**src/rtl/muntjac_metadata_fsm_table.sv**
```systemverilog
// Runtime-programmable metadata transition table (next = T[event][state]) with
// independent registered lookup ports, a CSR write port and exception counters.
module muntjac_metadata_fsm_table #(
  parameter int StateWidth = 8,
  parameter int EventWidth = 4,
  parameter int NumStates  = 64,
  parameter int NumEvents  = 4,
  parameter int NumPorts   = 2,
  parameter int ExcState   = 50,
  parameter int CntWidth   = 16
) (
  input  logic                           clk_i,
  input  logic                           rst_ni,
  input  logic [NumPorts-1:0]            req_valid_i,
  output logic [NumPorts-1:0]            req_ready_o,
  input  logic [NumPorts*StateWidth-1:0] req_state_i,
  input  logic [NumPorts*EventWidth-1:0] req_event_i,
  output logic [NumPorts-1:0]            rsp_valid_o,
  input  logic [NumPorts-1:0]            rsp_ready_i,
  output logic [NumPorts*StateWidth-1:0] rsp_state_o,
  output logic [NumPorts-1:0]            rsp_exc_o,
  output logic [NumPorts-1:0]            rsp_err_o,
  input  logic                           cfg_we_i,
  input  logic [EventWidth-1:0]          cfg_event_i,
  input  logic [StateWidth-1:0]          cfg_state_i,
  input  logic [StateWidth-1:0]          cfg_data_i,
  output logic                           cfg_err_o,
  output logic [NumPorts*CntWidth-1:0]   exc_cnt_o
);

  localparam int SIdxW = $clog2(NumStates);
  localparam int EIdxW = $clog2(NumEvents);

  logic [StateWidth-1:0]          table_r [NumEvents][NumStates];
  logic [NumPorts-1:0]            rsp_valid_r;
  logic [NumPorts-1:0]            rsp_exc_r;
  logic [NumPorts-1:0]            rsp_err_r;
  logic [NumPorts*StateWidth-1:0] rsp_state_r;
  logic [NumPorts*CntWidth-1:0]   exc_cnt_r;
  logic                           cfg_err_r;

  logic [NumPorts-1:0]            ready_s;
  logic [NumPorts-1:0]            accept_s;
  logic [NumPorts-1:0]            lk_err_s;
  logic [NumPorts-1:0]            lk_exc_s;
  logic [NumPorts*StateWidth-1:0] lk_state_s;
  logic                           cfg_in_range_s;

  function automatic logic idx_in_range(input logic [StateWidth-1:0] st,
                                        input logic [EventWidth-1:0] ev);
    return (32'(st) < 32'(NumStates)) && (32'(ev) < 32'(NumEvents));
  endfunction

  assign cfg_in_range_s = idx_in_range(cfg_state_i, cfg_event_i);

  // Per-port handshake and table read; the read sees the pre-write table contents
  always_comb begin
    ready_s    = '0;
    accept_s   = '0;
    lk_err_s   = '0;
    lk_exc_s   = '0;
    lk_state_s = '0;
    for (int p = 0; p < NumPorts; p++) begin
      ready_s[p]  = !rsp_valid_r[p] || rsp_ready_i[p];
      accept_s[p] = req_valid_i[p] && ready_s[p];
      if (idx_in_range(req_state_i[p*StateWidth +: StateWidth],
                       req_event_i[p*EventWidth +: EventWidth])) begin
        lk_state_s[p*StateWidth +: StateWidth] =
          table_r[req_event_i[p*EventWidth +: EIdxW]][req_state_i[p*StateWidth +: SIdxW]];
        lk_exc_s[p] = (lk_state_s[p*StateWidth +: StateWidth] == StateWidth'(ExcState));
        lk_err_s[p] = 1'b0;
      end else begin
        lk_state_s[p*StateWidth +: StateWidth] = req_state_i[p*StateWidth +: StateWidth];
        lk_exc_s[p] = 1'b0;
        lk_err_s[p] = 1'b1;
      end
    end
  end

  // Table storage: identity after reset, updated by in-range CSR writes
  always_ff @(posedge clk_i or negedge rst_ni) begin
    if (!rst_ni) begin
      for (int e = 0; e < NumEvents; e++) begin
        for (int s = 0; s < NumStates; s++) begin
          table_r[e][s] <= StateWidth'(s);
        end
      end
    end else if (cfg_we_i && cfg_in_range_s) begin
      table_r[cfg_event_i[EIdxW-1:0]][cfg_state_i[SIdxW-1:0]] <= cfg_data_i;
    end
  end

  // Single-cycle error pulse for rejected writes
  always_ff @(posedge clk_i or negedge rst_ni) begin
    if (!rst_ni) begin
      cfg_err_r <= 1'b0;
    end else begin
      cfg_err_r <= cfg_we_i && !cfg_in_range_s;
    end
  end

  // Response registers: load on accept, hold while stalled, drop valid once consumed
  always_ff @(posedge clk_i or negedge rst_ni) begin
    if (!rst_ni) begin
      rsp_valid_r <= '0;
      rsp_exc_r   <= '0;
      rsp_err_r   <= '0;
      rsp_state_r <= '0;
    end else begin
      for (int p = 0; p < NumPorts; p++) begin
        if (accept_s[p]) begin
          rsp_valid_r[p]                          <= 1'b1;
          rsp_exc_r[p]                            <= lk_exc_s[p];
          rsp_err_r[p]                            <= lk_err_s[p];
          rsp_state_r[p*StateWidth +: StateWidth] <= lk_state_s[p*StateWidth +: StateWidth];
        end else if (rsp_ready_i[p]) begin
          rsp_valid_r[p] <= 1'b0;
        end
      end
    end
  end

  // Saturating per-port exception counters, bumped once at acceptance
  always_ff @(posedge clk_i or negedge rst_ni) begin
    if (!rst_ni) begin
      exc_cnt_r <= '0;
    end else begin
      for (int p = 0; p < NumPorts; p++) begin
        if (accept_s[p] && lk_exc_s[p] &&
            (exc_cnt_r[p*CntWidth +: CntWidth] != {CntWidth{1'b1}})) begin
          exc_cnt_r[p*CntWidth +: CntWidth] <= exc_cnt_r[p*CntWidth +: CntWidth] + CntWidth'(1);
        end
      end
    end
  end

  assign req_ready_o = ready_s;
  assign rsp_valid_o = rsp_valid_r;
  assign rsp_state_o = rsp_state_r;
  assign rsp_exc_o   = rsp_exc_r;
  assign rsp_err_o   = rsp_err_r;
  assign cfg_err_o   = cfg_err_r;
  assign exc_cnt_o   = exc_cnt_r;

endmodule

```
**config.mk**
```make
export PLATFORM = sky130hd
export DESIGN_NAME = muntjac_metadata_fsm_table
export DESIGN_NICKNAME = d
export VERILOG_FILES = /design/src/rtl/muntjac_metadata_fsm_table.sv
export SDC_FILE = /design/constraint.sdc
export NUM_CORES = 2
export LEC_CHECK = 0
export ABC_AREA = 0
export ABC_CLOCK_PERIOD_IN_PS = 7800
export CAP_MARGIN = 5
export CELL_PAD_IN_SITES_DETAIL_PLACEMENT = 1
export CELL_PAD_IN_SITES_GLOBAL_PLACEMENT = 1
export CORE_MARGIN = 5
export CORE_UTILIZATION = 36
export DETAILED_ROUTE_END_ITERATION = 10
export MAX_ROUTING_LAYER = met4
export PLACE_DENSITY_LB_ADDON = 0.1
export SKIP_LAST_GASP = 1
export SYNTH_ARGS = -nofsm -noshare
export SYNTH_HDL_FRONTEND = slang
export SYNTH_SLANG_ARGS = --single-unit
```
**constraint.sdc**
```tcl
create_clock -name clk_i -period 7.8 [get_ports clk_i]
set_input_delay 2.34 -clock clk_i [delete_from_list [all_inputs] [get_ports clk_i]]
set_output_delay 2.34 -clock clk_i [all_outputs]
set_load 0.005 [all_outputs]
```
# ---- Word level (Yosys, flattened, before mapping)
# Cells that the tools add are included.
dict set report classes {
  addsub 2
  magnitude_cmp 14
  n_eq_ne 4
  mux 27
  n_bitwise 6
  reduce_logical 20
}
# op n
set ops {}
lappend ops {{$mux W512} 5}
lappend ops {{$bmux W512 S2} 2}
lappend ops {{$bwmux W2048} 1}
lappend ops {{$demux W512 S2} 1}
lappend ops {{$bmux W8 S6} 2}
lappend ops {{$mux W8} 7}
lappend ops {{$demux W8 S6} 1}
lappend ops {{$add A16 B1 Y16 const B} 2}
lappend ops {{$ne A16 B16 Y1 const B} 2}
lappend ops {{$lt A8 B7 Y1 const B} 3}
lappend ops {{$ge A7 B7 Y1 const B} 3}
lappend ops {{$not A6 Y7} 3}
lappend ops {{$eq A8 B6 Y1 const B} 2}
lappend ops {{$logic_and A1 B1 Y1} 13}
lappend ops {{$lt A4 B3 Y1 const B} 3}
lappend ops {{$ge A3 B3 Y1 const B} 3}
lappend ops {{$not A2 Y3} 3}
lappend ops {{$mux W1} 8}
lappend ops {{$lt A7 B1 Y1 const B} 1}
lappend ops {{$reduce_bool A2 Y1} 2}
lappend ops {{$logic_not A1 Y1} 3}
lappend ops {{$lt A3 B1 Y1 const B} 1}
lappend ops {{$logic_or A1 B1 Y1} 2}
dict set report word_totals {
  reg_bits 2103
  output_inout_bits 57
  word_cells 340
}

# ---- Longest topological paths before layout
dict set report logic_depth {
  depth_word 11
  ltp_mapped 19
  mapped_depth_nobuf 10
}

# ---- Least setup slack after synthesis
# Ideal clock, no wire load.
dict set report synth_timing {
  path_kind {input to register}
  start {input port req_event_i[0]}
  end {register exc_cnt_r[1], in the netlist exc_cnt_o[1]}
  setup_time_ns 0.125
  arrival_ns 5.379
  required_time_ns 7.675
  setup_slack_ns 2.296
  stages 14
  cell_sequence {buf_6 -> buf_6 -> buf_6 -> buf_2 -> buf_2 -> mux4_2 -> o22ai_1 -> nor3_1 -> o21ai_0 -> o211ai_1 -> o22ai_1 -> o2111ai_2 -> buf_6 -> mux2_4}
}
dict set report synth_via {
  elab_chain_len 11
}
# element line
set synth_rtl {}
lappend synth_rtl {{from (decl)} 17} ;# input logic [NumPorts*EventWidth-1:0] req_event_i,
lappend synth_rtl {{$not A2 Y3 (not written as such)} 69} ;# table_r[req_event_i[p*EventWidth +: EIdxW]][req_state_i[p*StateWidth +: SIdxW]];
lappend synth_rtl {{$bmux W512 S2} 69}
lappend synth_rtl {{$mux W512 (not written as such) (2 in a row)} 69}
lappend synth_rtl {{$bmux W8 S6} 69}
lappend synth_rtl {{$mux W8 (not written as such) (2 in a row)} 69}
lappend synth_rtl {{$eq A8 B6 Y1} 70} ;# lk_exc_s[p] = (lk_state_s[p*StateWidth +: StateWidth] == StateWidth'(ExcState));
lappend synth_rtl {{$mux W1 *} 66} ;# if (idx_in_range(req_state_i[p*StateWidth +: StateWidth],
lappend synth_rtl {{$logic_and A1 B1 Y1 * (2 in a row)} 129} ;# if (accept_s[p] && lk_exc_s[p] &&
lappend synth_rtl {{to (signal, indexed assignment)} 131} ;# exc_cnt_r[p*CntWidth +: CntWidth] <= exc_cnt_r[p*CntWidth +: CntWidth] + CntWidth'(1);
lappend synth_rtl {{to (decl)} 39} ;# logic [NumPorts*CntWidth-1:0] exc_cnt_r;
# Every way passes the cells marked *; elsewhere a longest branch is shown, timed or not. The select of a mux whose other input is x is not followed.
# A chain may end at the register's enable or synchronous reset.

# ---- Final worst setup path
dict set report layout_timing {
  start {input port req_event_i[4]}
  end {register exc_cnt_r[17], in the netlist exc_cnt_o[17]}
}
# The elaborated chain is that of the path after synthesis.

==> metrics <==
clk_skew=0.0481 ns; latest clock arrival within the worst-skew pair=0.92 ns; I/O Buffers=107; GRT overflow=0; dpl hpwl=350000 um; Layout Nets=8032; die area=0.328 mm2; Slew HR=0.0214; LEAKAGE=55.5 nW; nature of the critical path startpoint=input pin; CP endpoint=exc_cnt_o[17]; Initial Utilization=0.362; Tcrit/Tclk final=0.906; WHS Path Cells=2; critical path arrival=7.82 ns; first-pass GRT wire length=700000 um; drt wl/cell=40.6 um; num ports=108; Max Cap Viol=0; CTS Buf Count=265; syn_area_per_cell=14.6 um2; DR iter-0 viols=8240; CTS tree=built; Final Routed Wirelength=503000 um; commonest cells in the netlist=mux2_2, dfrtp_1, mux4_2, dfstp_2, clkbuf_1; max-slew violation count=0; Post-route DRC=0; Setup Viol. Count Final=0; Post-DRT Antenna Nets=0; CTS resizes=0; Via Count=78521; clock-pin slew on the worst setup and hold paths=0.06 ns; Root Driver=clkbuf_16; GRT Overall Usage=0.309; die extent in y=573 um; routed vias/inst=6.34; Clock Tree Buf Depth=4; RD Place Congestion=0.993; Synth Warn #=0; Worst Setup SP=req_event_i[4]; syn nets=7863; RSZ-0062 raised after global routing=false; Cells after Synth=7810; Seq cells post-synth=2103; Most used DFF post-synth=dfrtp_1; initial antenna violation count=47; power per cell area=198 mW/mm2; largest net degree at the start of global routing=174; FP Rows=206; fmax=0.142 GHz; Layout area overhead=14.2%; Core ar.=0.315 mm2; post-synth cell types=83; TNS Setup=0 ns; Critical Path Sink Type=flip-flop; Data required, critical path=8.56 ns; largest area contributor in the netlist=dfrtp_1; r2r setup slk=2.85 ns; Final Cell Area=0.130 mm2; Seq/Total Area, Yosys=0.469; largest cells by area after synthesis=dfrtp_1, mux2_2, mux4_2; RR Startpoint=table_r[465]; CTS Sinks=2103; Netlist Area Pre-Place=0.114 mm2; status=complete, no violations; Max H-tree Level=5; Max FO, Critical Path=35; EDFF count, synth=0; placed cell area=0.122 mm2; Least-Margin Pin Slew=1.46 ns; number of global-route vias before repair=81011; top-count cell post-synth=mux2_2; drt pass-1 iters=5; Hold Crit Class=flip-flop to flip-flop; VDD IR max=0.000134 V; WS Path Type=input pin to flip-flop; Post-CTS Hold Buffers=0; DIE WIDTH=573 um; postcts setup bufs=0; cells on worst reg2reg path=10; Yosys top cell area share=0.293; endpoints failing hold=0; share of cells above drive strength 1=0.577; R2R Path End=exc_cnt_o[17]; post-synthesis async set-or-reset flop share=1.00; post-layout min period=7.06 ns
==> report_power, final <==
group / internal (W) / leakage (nW) / switching, W
Sequential: 0.0110 / 26.5 / 0.0000477
Combinational: 0.000596 / 24.7 / 0.00154
Clock: 0.00739 / 4.30 / 0.00521
==> how the worst min path moves through the flow <==
stage / start / to / slack, ns
global route: rsp_state_o[1] / rsp_state_o[1] / 0.52
CTS: rsp_state_o[10] / rsp_state_o[10] / 0.49
detailed placement: rsp_state_o[10] / rsp_state_o[10] / 0.48
floorplan: rsp_exc_o[0] / rsp_exc_o[0] / 0.47
global placement: rsp_state_o[15] / rsp_state_o[15] / 0.47
finish: rsp_state_o[10] / rsp_state_o[10] / 0.48
==> per-stage QoR <==
stage | cells | hold WS [ns] | power (W) | setup WS, ns | utilization
after floorplan | 7810 | 0.471 | 0.0122 | 2.30 | -
after global placement | 11872 | 0.468 | 0.0133 | 0.0247 | 0.386
after detailed placement | 11872 | 0.479 | 0.0134 | 0.0269 | 0.386
after CTS | 12356 | 0.492 | 0.0260 | 0.982 | 0.413
after global routing | 12378 | 0.523 | 0.0266 | 0.903 | 0.413
final | 12383 | 0.483 | 0.0258 | 0.736 | 0.413
==> flip-flops by register name, indices dropped and copies added (netlist names) <==
signal	cells
table_r	2048
exc_cnt_o	32
rsp_state_o	16
rsp_err_o	2
rsp_exc_o	2
rsp_valid_o	2
cfg_err_o	1
==> per-layer routing <==
| layer | global-route usage | up-vias | share of wire |
|---|---|---|---|
| met5 | - | - | 0 |
| met4 | 0.107 | 0 | 0.042 |
| met3 | 0.0603 | 706 | 0.071 |
| met2 | 0.452 | 3118 | 0.45 |
| met1 | 0.429 | 44135 | 0.44 |
| li1 | - | 30562 | - |
==> area by class of cell <==
| class | instances | area (um2) |
|---|---|---|
| Antenna cell | 27 | 67.6 |
| Sequential cell | 2103 | 53600 |
| Clock inverter | 82 | 948 |
| Tap cell | 4160 | 5200 |
| Timing Repair Buffer | 561 | 5340 |
| Multi-Input combinational cell | 5037 | 57400 |
| Clock buffer | 402 | 7770 |
| Fill cell | 31213 | 185000 |
| Inverter | 11 | 41.3 |
==> worst max-delay path: stages <==
cell      delay, ns
buf_8          0.36
buf_12         0.38
mux4_2         0.55
mux2i_1        0.89
o21ai_0        0.28
or3_1          0.52
o311ai_1       1.19
a211oi_1       0.12
buf_4          0.22
and4b_1        0.25
buf_12         0.18
mux2_2         0.27
==> layout by cell type (no fill, tap or decap), drive strengths merged, types with 39 or more instances in the layout <==
| cell type | Yosys | layout |
|---|---|---|
| o21ai | 58 | 58 |
| dfstp | 768 | 768 |
| clkinv | 1 | 54 |
| nor3 | 54 | 54 |
| nand3 | 129 | 129 |
| nand2 | 256 | 256 |
| a22oi | 191 | 191 |
| a21oi | 107 | 107 |
| o22ai | 81 | 81 |
| a211oi | 39 | 39 |
| clkdlybuf4s50 | 0 | 84 |
| dfrtp | 1335 | 1335 |
| mux2i | 363 | 363 |
| nor2b | 57 | 57 |
| mux4 | 913 | 913 |
| mux2 | 2105 | 2105 |
| clkbuf | 369 | 410 |
| nor2 | 326 | 326 |
| buf | 290 | 469 |
==> cell families after synthesis <==
group | after synthesis | share of synthesized area
flip-flops | 2103 | 0.469
XOR/XNOR | 28 | 0.00215
AO/OA/AOI/OAI | 626 | 0.0379
adder cells (fa/ha/maj) | 2 | 0.000219
multiplexers | 3381 | 0.420
AND/OR/NAND/NOR | 1000 | 0.0410
buffers and inverters | 670 | 0.0296
Power figures use the tool's default switching activity.
